--- src/rtl/stage_decode.sv ---
// Decode stage: turns the fetch opcode stream into decoded operations, dropping comment bytes.
// Build option DECODE_FOLD_EN: fold runs of + - > < into one operation with a repeat count.
module stage_decode #(
    parameter int unsigned D_WIDTH = 8,
    parameter int unsigned C_WIDTH = 8
) (
    input  logic               clk,
    input  logic               reset,
    input  logic [D_WIDTH-1:0] opcode,
    input  logic               drdy,
    output logic               ack,
    output logic               op_valid,
    input  logic               op_ack,
    output logic [3:0]         op_kind,
    output logic [C_WIDTH-1:0] op_count
);
    typedef enum logic [3:0] {
        K_INC   = 4'd0,
        K_DEC   = 4'd1,
        K_RIGHT = 4'd2,
        K_LEFT  = 4'd3,
        K_OUT   = 4'd4,
        K_IN    = 4'd5,
        K_JZ    = 4'd6,
        K_JNZ   = 4'd7,
        K_HALT  = 4'd8
    } op_kind_e;

    localparam logic [C_WIDTH-1:0] CNT_ONE = C_WIDTH'(1);
`ifdef DECODE_FOLD_EN
    localparam logic [C_WIDTH-1:0] CNT_MAX = {C_WIDTH{1'b1}};
`endif

    logic               op_valid_q, op_valid_d;
    op_kind_e           op_kind_q,  op_kind_d;
    logic [C_WIDTH-1:0] op_count_q, op_count_d;
    logic               blank_q;
    logic               halted_q,   halted_d;
    logic               ack_raw;
    logic               in_instr, in_fold, avail, out_free, flush, acc_busy;
    op_kind_e           in_kind;
`ifdef DECODE_FOLD_EN
    logic               acc_valid_q, acc_valid_d;
    op_kind_e           acc_kind_q,  acc_kind_d;
    logic [C_WIDTH-1:0] acc_count_q, acc_count_d;
`endif

    // Opcode byte classification; anything unlisted is a comment.
    always_comb begin
        in_instr = 1'b1;
        in_kind  = K_INC;
        case (opcode)
            D_WIDTH'(8'h2B): in_kind = K_INC;
            D_WIDTH'(8'h2D): in_kind = K_DEC;
            D_WIDTH'(8'h3E): in_kind = K_RIGHT;
            D_WIDTH'(8'h3C): in_kind = K_LEFT;
            D_WIDTH'(8'h2E): in_kind = K_OUT;
            D_WIDTH'(8'h2C): in_kind = K_IN;
            D_WIDTH'(8'h5B): in_kind = K_JZ;
            D_WIDTH'(8'h5D): in_kind = K_JNZ;
            D_WIDTH'(8'h00): in_kind = K_HALT;
            default:         in_instr = 1'b0;
        endcase
    end

    // The byte right after an ack is a stale repeat from fetch and must be ignored.
    assign avail    = drdy && !blank_q && !halted_q;
    assign out_free = !op_valid_q || op_ack;

`ifdef DECODE_FOLD_EN
    assign in_fold  = in_instr && (in_kind <= K_LEFT);
    assign acc_busy = acc_valid_q;
    assign flush    = acc_valid_q && ((acc_count_q == CNT_MAX) ||
                      (avail && in_instr && !(in_fold && (in_kind == acc_kind_q))));
`else
    assign in_fold  = 1'b0;
    assign acc_busy = 1'b0;
    assign flush    = 1'b0;
`endif

    // Priority: flush accumulator, drop comment, fold, then direct issue.
    always_comb begin
        op_valid_d = op_valid_q && !op_ack;
        op_kind_d  = op_kind_q;
        op_count_d = op_count_q;
        halted_d   = halted_q;
        ack_raw    = 1'b0;
`ifdef DECODE_FOLD_EN
        acc_valid_d = acc_valid_q;
        acc_kind_d  = acc_kind_q;
        acc_count_d = acc_count_q;
`endif
        if (flush) begin
`ifdef DECODE_FOLD_EN
            if (out_free) begin
                op_valid_d  = 1'b1;
                op_kind_d   = acc_kind_q;
                op_count_d  = acc_count_q;
                acc_valid_d = 1'b0;
            end
`endif
        end else if (avail && !in_instr) begin
            ack_raw = 1'b1;
        end else if (avail && in_fold) begin
`ifdef DECODE_FOLD_EN
            ack_raw = 1'b1;
            if (acc_valid_q) begin
                acc_count_d = acc_count_q + CNT_ONE;
            end else begin
                acc_valid_d = 1'b1;
                acc_kind_d  = in_kind;
                acc_count_d = CNT_ONE;
            end
`endif
        end else if (avail && !acc_busy && out_free) begin
            ack_raw    = 1'b1;
            op_valid_d = 1'b1;
            op_kind_d  = in_kind;
            op_count_d = CNT_ONE;
            if (in_kind == K_HALT) begin
                halted_d = 1'b1;
            end
        end
    end

    always_ff @(posedge clk or negedge reset) begin
        if (!reset) begin
            op_valid_q <= 1'b0;
            op_kind_q  <= K_INC;
            op_count_q <= '0;
            blank_q    <= 1'b0;
            halted_q   <= 1'b0;
        end else begin
            op_valid_q <= op_valid_d;
            op_kind_q  <= op_kind_d;
            op_count_q <= op_count_d;
            blank_q    <= ack_raw;
            halted_q   <= halted_d;
        end
    end

`ifdef DECODE_FOLD_EN
    always_ff @(posedge clk or negedge reset) begin
        if (!reset) begin
            acc_valid_q <= 1'b0;
            acc_kind_q  <= K_INC;
            acc_count_q <= '0;
        end else begin
            acc_valid_q <= acc_valid_d;
            acc_kind_q  <= acc_kind_d;
            acc_count_q <= acc_count_d;
        end
    end
`endif

    assign ack      = ack_raw && reset;
    assign op_valid = op_valid_q;
    assign op_kind  = op_kind_q;
    assign op_count = op_count_q;

endmodule

--- config.mk ---
export PLATFORM = sky130hd
export DESIGN_NAME = stage_decode
export DESIGN_NICKNAME = d
export VERILOG_FILES = /design/src/rtl/stage_decode.sv
export SDC_FILE = /design/constraint.sdc
export NUM_CORES = 1
export LEC_CHECK = 0
export ABC_AREA = 1
export CAP_MARGIN = 0
export CORE_MARGIN = 3
export CORE_UTILIZATION = 42
export CTS_BUF_LIST = sky130_fd_sc_hd__clkbuf_16
export CTS_CLUSTER_DIAMETER = 60
export DETAILED_ROUTE_END_ITERATION = 10
export PLACE_DENSITY = 0.92
export SLEW_MARGIN = 0
export SYNTH_ARGS = -nofsm -noshare
export SYNTH_HDL_FRONTEND = slang
export SYNTH_SLANG_ARGS = --single-unit
export TNS_END_PERCENT = 100
--- constraint.sdc ---
create_clock -name clk -period 3.2 [get_ports clk]
set_input_delay 0.64 -clock clk [delete_from_list [all_inputs] [get_ports clk]]
set_output_delay 0.64 -clock clk [all_outputs]
set_load 0.01 [all_outputs]
==> key figures, run 1 <==
Placement
  • Dpl ws: 0.135 ns
  • Placed standard-cell area: 739 µm²
  • Port bufs: 18
  • Routability-driven placement congestion ratio: 0.777
  • HPWL Detailed: 900 µm

Worst setup path
  • Required time at the endpoint of the critical path: 2.56 ns
  • Reg-to-reg endpoint: op_kind[2]
  • Path type of the worst setup path: primary input to output pin
  • CP delay by family, top: buffers and inverters
  • Peak fanout along the critical path: 4
  • Worst R2R Setup Slack: 1.94 ns
  • Critical path data arrival time: 2.05 ns
  • Most frequent cell on the critical path: nand2_2
  • Buffering stage count on the worst path with inverters included: 3
  • Worst reg2reg path startpoint: halted_q
  • Worst r2r path cells: 8
  • Ordered list of cells on the worst path: clkdlybuf4s50_1 -> inv_1 -> nor2_2 -> nand2_1 -> nand2_2 -> nand2_2 -> nand2_2 -> nor2_4 -> nand3_1 -> a21oi_1 -> dlymetal6s2s_1
  • Largest stage delay, worst path: 0.46 ns
  • Capturing element type of the critical path: output pin
  • Crit path max-delay cell type: clkdlybuf4s50_1
  • Sort of element at the start of the critical path: primary input

Logic synthesis
  • Share of the synthesized area in the top cell type: 35.5%
  • Post-synth EDFFs: 0
  • Unique cell type count in the Yosys netlist: 17
  • Cell accounting for the most synthesized area: dfrtp_1
  • Count of yosys warnings during synthesis: 0
  • Syn Inst Count: 80
  • Synth Register Bits: 8
  • Cell with the most instances after synthesis: nand2_1
  • Primary flip-flop cell chosen by synthesis mapping: dfrtp_1
  • Most area-consuming cells after synthesis: dfrtp_1 35%, nand2_1 15%, buf_4 9.3%, nand3_1 7.1%, nor2_1 6.0%
  • Cell types with the highest counts after synthesis: 23 x nand2_1, 9 x nor2_1, 8 x dfrtp_1, 8 x inv_1, 8 x nand3_1
  • Post-synthesis average cell area: 7.05 µm²
  • Sequential area share after synthesis: 35.5%
  • Async set-or-reset flop fraction in the synthesized netlist: 100%
  • Summed instance area of the synthesized netlist: 564 µm²

Floorplan
  • Die Area: 1820 µm²
  • IO Count: 26
  • Number of rows in the core area: 12
  • Placeable Area: 1190 µm²
  • Die span in y: 42.7 µm
  • Initial Utilization: 47.6%
  • Die width: 42.7 µm

Clock tree
  • Skew-Pair Late Insertion Delay: 0.23 ns
  • Htree depth: 1
  • Count of hold-fix buffers inserted at cts: 0
  • Clock sink count: 8
  • Largest buffer count on any clock path: 2
  • Clk slew on worst S/H paths: 0.04 ns
  • Setup Fix Bufs, Post-CTS: 0
  • TritonCTS clock tree: yes
  • CTS Root Buffer Type: clkbuf_16
  • Post-CTS sizing: 0
  • Number of buffers inserted during clock tree synthesis: 3

Global route
  • Tot GR Track Use: 14.6%
  • Number of antenna violations at the first check in global routing: 0
  • Pin count of the biggest net entering global routing: 9
  • Vias in the first global route: 512
  • First-pass GRT wire length: 1960 µm
  • GRT Residual Overflow: 0

Finish
  • NumNets Final: 115
  • Area overhead of the layout relative to synthesis: 44.8%
  • Share of cells above drive strength 1: 15.8%
  • Antenna diode instance count: 0
  • Cell area after layout: 817 µm²

Drt
  • Via count: 534
  • Remaining DRCs: 0
  • Avg WL per Cell: 9.86 µm
  • Wirelength, routed: 1130 µm
  • Initial DRT Pass Iterations: 4
  • Vias per inst: 4.64
  • Initial detailed-routing violation count: 5
  • Detail Route Antenna Nets: 0

Timing
  • Final number of setup-violating endpoints: 0
  • Final cycle utilization of the critical path: 84.2%
  • RSZ-0062 raised after global routing: false
  • Final Slew Violations: 0
  • Smallest hold slack: 0.468 ns
  • Skew final: 0.00367 ns
  • Setup slack after layout: 0.507 ns
  • Max Clock Freq: 371 MHz
  • Clock period minus worst slack: 2.69 ns
  • Final-report hold violation count: 0
  • Setup TNS after final layout: 0 ns

Power and ir drop
  • Total Power Consumption: 0.000345 W
  • Leakage power figure: 0.467 nW
  • Power density cells: 423 nW/µm²
  • Worst vdd rail ir drop: 0.189 mV

Min path
  • Worst hold endpoint: op_kind[0]
  • Start point of the worst min-delay path: op_kind[0]
  • HP Class: register to register
  • Instance count along the most critical hold path: 2

Outcome
  • Run status: finished, final reports clean

Flow run
  • Max-capacitance violation count: 0
==> cells in the final DEF (no fill, tap or decap), types with 2 or more instances in the layout <==
cell and instances:
nand2_1 23, clkdlybuf4s50_1 17, nor2_1 9, nand3_1 8, inv_1 8, dfrtp_1 8, conb_1 7, nand2_2 4
clkbuf_16 3, inv_2 2, nor3_2 2, nand2_4 2
==> area by class of cell <==
cell class                 count  area [µm²]
timing repair buffer          19         190
sequential                     8         200
clock buffer                   3        75.1
inverter                      10        37.5
tap                           14        17.5
fill                         101         369
multi-input combinational     61         297
==> kinds of logic after synthesis <==
kind of cell           after synthesis  synth area share (%)
other                                1                 0.665
DFF                                  8                  35.5
buffers and inverters               17                  16.0
AOI/OAI and AO/OA                    2                  2.22
and+or+nand+nor                     52                  45.7
==> where the power goes <==
group	internal (W)	switching [W]	leakage, nW
clock network	0.000161	0.0000472	0.0370
registers	0.000102	0.0000000000000000000112	0.101
logic	0.0000168	0.0000187	0.329
==> flip-flops by register name, indices dropped and copies added (netlist names) <==
name and count:
halted_q 1, op_valid 1, blank_q 1, op_kind 4, op_count 1
==> metrics by stage <==
stage               cells  utilization, %
detailed placement    112            62.3
global placement      112            62.3
finish                115            68.9
global route          115            68.9
floorplan              86               -
CTS                   115            68.7
==> worst reg2reg max path, stage by stage, from the launching register on <==
cell and delay [ns]:
dfrtp_1 0.36, inv_1 0.07, nand2_1 0.05, nor2_1 0.17, nand2_1 0.13, inv_1 0.17
nand2_4 0.09, nand2_1 0.06, nand2_1 0.05
==> how the worst max path moves through the flow <==
stage | startpoint | endpoint | cells after the start
CTS | opcode[0] | ack | 11
floorplan | opcode[3] | ack | 9
global placement | opcode[0] | ack | 11
detailed placement | opcode[0] | ack | 11
finish | opcode[0] | ack | 11
global route | opcode[0] | ack | 11
==> per-layer routing <==
metal	vias up	GRT usage (%)	routed length, µm
met2	24	26.6	577
met5	-	0	0
li1	274	-	-
met3	2	3.81	75
met1	234	14.0	464
met4	0	9.32	17
No activity file was read; power rests on OpenSTA's default activity.
==> inputs of run 2 (changes only) <==
Settings changed: CORE_UTILIZATION 42 to 39, PLACE_DENSITY 0.92 to 0.87.
Clock period 3.2 ns to 2.8 ns, I/O delays scaled along.
==> run 2 against run 1 <==
Power grew 16%. Worst hold slack lost 0.0080 ns. Global-route usage shrank 0.47 points. Combinational power grew 27%. Sequential power grew 14%. Sequential share of layout area shrank 1.2 points. Non-clock buffer count grew 6. Largest power group unchanged. Via count grew 2.6%. Highest routed layer unchanged.
==> key figures, run 2 (synthesis results as in run 1) <==
Floorplan
  • IO Count: 26
  • Die span in y: 44.0 µm
  • Die Area: 1940 µm²
  • Number of rows in the core area: 13
  • Placeable Area: 1330 µm²
  • Initial Utilization: 42.3%
  • Die width: 44.0 µm

Worst setup path
  • Critical path data arrival time: 2.03 ns
  • Path type of the worst setup path: primary input to output pin
  • Worst R2R Setup Slack: 1.54 ns
  • Required time at the endpoint of the critical path: 2.24 ns
  • Sort of element at the start of the critical path: primary input
  • Capturing element type of the critical path: output pin
  • Peak fanout along the critical path: 5

Outcome
  • Run status: finished, final reports clean

Finish
  • Most common cell after layout, fill and taps aside: nand2_1
  • Area used by multi-input combinational logic: 297 µm²
  • Final std cells w/o fill: 122
  • Share of cells above drive strength 1: 20.6%
  • NumNets Final: 121
  • Area overhead of the layout relative to synthesis: 52.3%
  • Max reg flops: 4
  • Final design utilization: 64.4%
  • Storage element area: 200 µm²
  • Fill cell instance count of the final layout: 106
  • Antenna diode instance count: 0
  • Most used cells in the layout excluding fill and tap cells: 23 x nand2_1, 17 x clkdlybuf4s50_1, 9 x nor2_1

Flow run
  • Max-capacitance violation count: 0

Clock tree
  • Clk slew on worst S/H paths: 0.04 ns
  • Clock sink count: 8
  • Setup Fix Bufs, Post-CTS: 0
  • TritonCTS clock tree: yes
  • CTS Root Buffer Type: clkbuf_16
  • Skew-Pair Late Insertion Delay: 0.23 ns
  • Htree depth: 1
  • Number of buffers inserted during clock tree synthesis: 3
  • Largest buffer count on any clock path: 2

Timing
  • Skew final: 0.000187 ns
  • Final cycle utilization of the critical path: 92.5%
  • Max Clock Freq: 386 MHz
  • Final Slew Violations: 0
  • Clock period minus worst slack: 2.59 ns
  • Final number of setup-violating endpoints: 0
  • Final-report hold violation count: 0
  • RSZ-0062 raised after global routing: false
  • Setup TNS after final layout: 0 ns

Drt
  • Wirelength, routed: 1160 µm
  • Vias per inst: 4.49
  • Via count: 548
  • Initial DRT Pass Iterations: 4
  • Initial detailed-routing violation count: 8
  • Detail Route Antenna Nets: 0
  • Avg WL per Cell: 9.50 µm
  • Remaining DRCs: 0

Power and ir drop
  • Switching Share: 19.0%
  • Proportion of power drawn by combinational gates: 11.3%
  • Reported net switching power: 0.0000760 W
  • Total Power Consumption: 0.000399 W
  • Worst vdd rail ir drop: 0.181 mV
  • Int Pwr: 0.000323 W
  • Clk network pwr share: 59.6%
  • Power density cells: 464 nW/µm²
  • Leakage power figure: 0.482 nW
  • Sequential Power Share: 29.1%

Global route
  • First-pass GRT wire length: 1930 µm
  • Vias in the first global route: 493
  • GRT Residual Overflow: 0
  • Pin count of the biggest net entering global routing: 9
  • Number of antenna violations at the first check in global routing: 0
  • Tot GR Track Use: 14.1%

Placement
  • Routability-driven placement congestion ratio: 0.774
  • Placed instance count: 119
  • HPWL Detailed: 963 µm
  • Port bufs: 18

Min path
  • HP Class: register to register
run 2: changes by cell type in the layout (fill, tap and decap cells not counted), sizes merged:
cell | before | now
buf | 1 | 7
dlymetal6s2s | 1 | 0
dlygate4sd2 | 0 | 1
run 2: final cells by class:
cell class	count	area share [%]
well taps	15	2.18
clock buffers	3	8.73
multi-input cells	61	34.5
repair buffers	25	26.9
flip-flops and latches	8	23.3
inverters	10	4.37
run 2: power groups by stage:
stage / clock [W] / combinational [W] / sequential, W
2_1_floorplan: 0 / 0.0000231 / 0.000118
3_3_place_gp: 0 / 0.0000440 / 0.000118
3_5_place_dp: 0 / 0.0000452 / 0.000118
4_1_cts: 0.000241 / 0.0000452 / 0.000116
5_1_grt: 0.000249 / 0.0000499 / 0.000116
6_report: 0.000238 / 0.0000451 / 0.000116
run 2: worst max-delay path, cell delays in order:
cell and delay, ns:
clkdlybuf4s50_1 0.54, nand2_1 0.08, nor3_2 0.19, nand2_2 0.10
nand2_2 0.09, nor2_4 0.04, nand3_1 0.08, a21oi_1 0.07
dlygate4sd2_1 0.28
run 2: layer usage:
layer,share of wire (%),GRT usage [%],vias up
met5,0,0,-
met4,2.8,10.8,0
met3,7.9,4.07,4
met2,51,25.0,18
met1,38,13.5,238
li1,-,-,288
run 2: worst paths after layout:
path,end,cells past startpoint,start
min in group asynchronous,blank_q,2,reset
min reg2reg,op_count[0],2,op_count[0]
min,op_count[0],2,op_count[0]
max in group asynchronous,op_count[0],2,reset
max,ack,9,opcode[4]
max reg2reg,op_kind[2],8,halted_q
run 2: through the flow:
step | worst slack, ns | area [µm²] | hold slack (ns)
floorplan | 0.922 | 587 | 0.264
global route | 0.0522 | 860 | 0.492
global placement | -0.0531 | 786 | 0.435
detailed placement | -0.0614 | 786 | 0.453
CTS | 0.195 | 860 | 0.467
finish | 0.210 | 860 | 0.460
run 2: what timing repair did:
item | in CTS | in global routing
gates resized for setup | 1 | 0
endpoints found under the setup margin | 1 | 0
hold buffers | 0 | 0
==> patch (settings of run 2) <==
Change the parameter `D_WIDTH` from 8 to 12.
--- a/src/rtl/stage_decode.sv
+++ b/src/rtl/stage_decode.sv
@@ -2,5 +2,5 @@
 // Build option DECODE_FOLD_EN: fold runs of + - > < into one operation with a repeat count.
 module stage_decode #(
-    parameter int unsigned D_WIDTH = 8,
+    parameter int unsigned D_WIDTH = 12,
     parameter int unsigned C_WIDTH = 8
 ) (
Interface: changed (resized opcode); port bits go from 26 to 30. No check against the original RTL was run, so the function may have changed too.
==> patch against run 2 <==
- sequential cell count is the same
- non-clock buffer count grew 5
- sequential share of layout area shrank 3.4 points
- global-route usage grew 4.1 points
- sequential power grew 3%
- final area grew 17%
- die area grew 16%
- routed wire length grew 58%
- setup slack lost 0.0045 ns
- area after synthesis grew 18%
- critical path depth is the same
- total power grew 8.1%
- combinational power grew 58%
- largest power group unchanged
==> patch: results (changes against run 2) <==
The run finished with clean final reports. Leakage component of the power: 0.5155 nW (+6.9%). The run gives 937.1 sq um (+19%) as the total cell area at the placement stage. Worst setup timing slack at the placement stage: -0.1857 ns (-0.1244 ns).

Number of buffers inserted by port buffering: 22 (+4). The tools report the final HPWL from detailed placement as 1313 um (+36%). The number of inserted filler cells in the final layout came out at 123 (+16%). The routed length per instance is 12.07 um (+27%), and the leftover overflow at the end of global routing is 0 (unchanged). Number of H-tree levels: 1 (unchanged).

The via count of the first global-routing pass was 665 (+35%); the number of gates given a new drive strength after cts was 1 (unchanged). The overall fraction of global-route tracks in use is 0.1821 (+0.04117). The clock slew at the register clock pins of the worst setup and hold paths was 0.04 ns (about the same); the violation count after the first detailed-route iteration was 23 (+15).

The commonest cells after synthesis are 26 x sky130_fd_sc_hd__nand2_1, 16 x sky130_fd_sc_hd__inv_1, 16 x sky130_fd_sc_hd__nor2_1. The post-synthesis compound-gate area fraction is 0.09756 (+0.07539). The maximum fanout along the worst path was 4 (-1).

The detail-routed via count per cell was 4.836 (+7.7%); the global-route wire length before repair was 2773 um (+44%). The most used flip-flop cell after synthesis was sky130_fd_sc_hd__dfrtp_1. The worst clock skew on the final layout came out at 0.001655 ns (+0.001467 ns).

By area the synthesized netlist is led by sky130_fd_sc_hd__dfrtp_1 30%, sky130_fd_sc_hd__nand2_1 15%, sky130_fd_sc_hd__inv_1 9.0%. The ratio of cells with drive above 1 in the final layout is 0.1912 (-0.01443). The count of nets after finishing is 154 (+27%), and the sequential fraction of the synthesis area is 0.3002 (-0.05458). The longest individual stage delay on the worst path is 0.53 ns, and the maximum resistive drop on vdd is 358.7 uV (+98%). Count of unique library cells instantiated by Yosys: 19 (+2). The last weighted congestion value of the routability-driven placer was 0.7716 (-0.30%); the maximum number of pins on one net before global-route repair was 10 (+1).
-- patch: cell count changes in the layout (fill, tap and decap cells not counted), moves of 3 or more --
cell | run 2 | this run
sky130_fd_sc_hd__clkdlybuf4s50_1 | 17 | 21
sky130_fd_sc_hd__nor2_1 | 9 | 16
sky130_fd_sc_hd__nand2_1 | 23 | 26
sky130_fd_sc_hd__o21ai_1 | 0 | 3
sky130_fd_sc_hd__inv_1 | 8 | 16
-- patch: cells by family after synthesis --
family          count (synthesis)
compound gates                  9
buf+inv                        26
other cells                     1
flops                           8
simple gates                   60
-- patch: report_power, final --
part | leakage, nW | internal, mW | switching (mW) | total, mW
clock network | 0.0370 | 0.184 | 0.0557 | 0.240
registers | 0.0994 | 0.119 | 0.00127 | 0.120
logic | 0.379 | 0.0345 | 0.0368 | 0.0713
-- patch: path summary, 6_finish.rpt --
path	end	start	slack [ns]	cells past startpoint
max in group asynchronous	halted_q	reset	1.97	2
max reg2reg	op_kind[2]	halted_q	1.48	7
min in group asynchronous	op_kind[1]	reset	0.70	2
min reg2reg	op_count[0]	op_count[0]	0.46	2
max	ack	opcode[5]	0.21	9
min	op_count[0]	op_count[0]	0.46	2
-- patch: final cells by class --
cell class / instances / area (sq um) / area share
tap: 16 / 20.02 / 0.01988
clock buffer: 3 / 75.07 / 0.07453
sequential: 8 / 200.2 / 0.1988
multi-input combinational: 76 / 365.4 / 0.3627
inverter: 19 / 71.32 / 0.07081
timing repair buffer: 30 / 275.3 / 0.2733
-- patch: worst max-delay path: cells and delay by family --
| kind | cells | cell delay, ns |
|---|---|---|
| AO/OA/AOI/OAI | 2 | 0.17 |
| buffers and inverters | 2 | 0.66 |
| AND/OR/NAND/NOR | 5 | 0.63 |
-- patch: stage by stage --
stage / instances / power (mW) / utilization
2_1_floorplan: 110 / 0.1573 / -
3_3_place_gp: 149 / 0.1890 / 0.6011
3_5_place_dp: 149 / 0.1920 / 0.6011
4_1_cts: 152 / 0.4359 / 0.6485
5_1_grt: 152 / 0.4491 / 0.6461
6_report: 152 / 0.4314 / 0.6461
-- patch: routing by layer --
| layer | wire length, um | GRT usage |
|---|---|---|
| met1 | 693 | 0.1955 |
| met2 | 954 | 0.2941 |
| met3 | 134 | 0.08812 |
| met4 | 53 | 0.09392 |
| met5 | 0 | 0 |
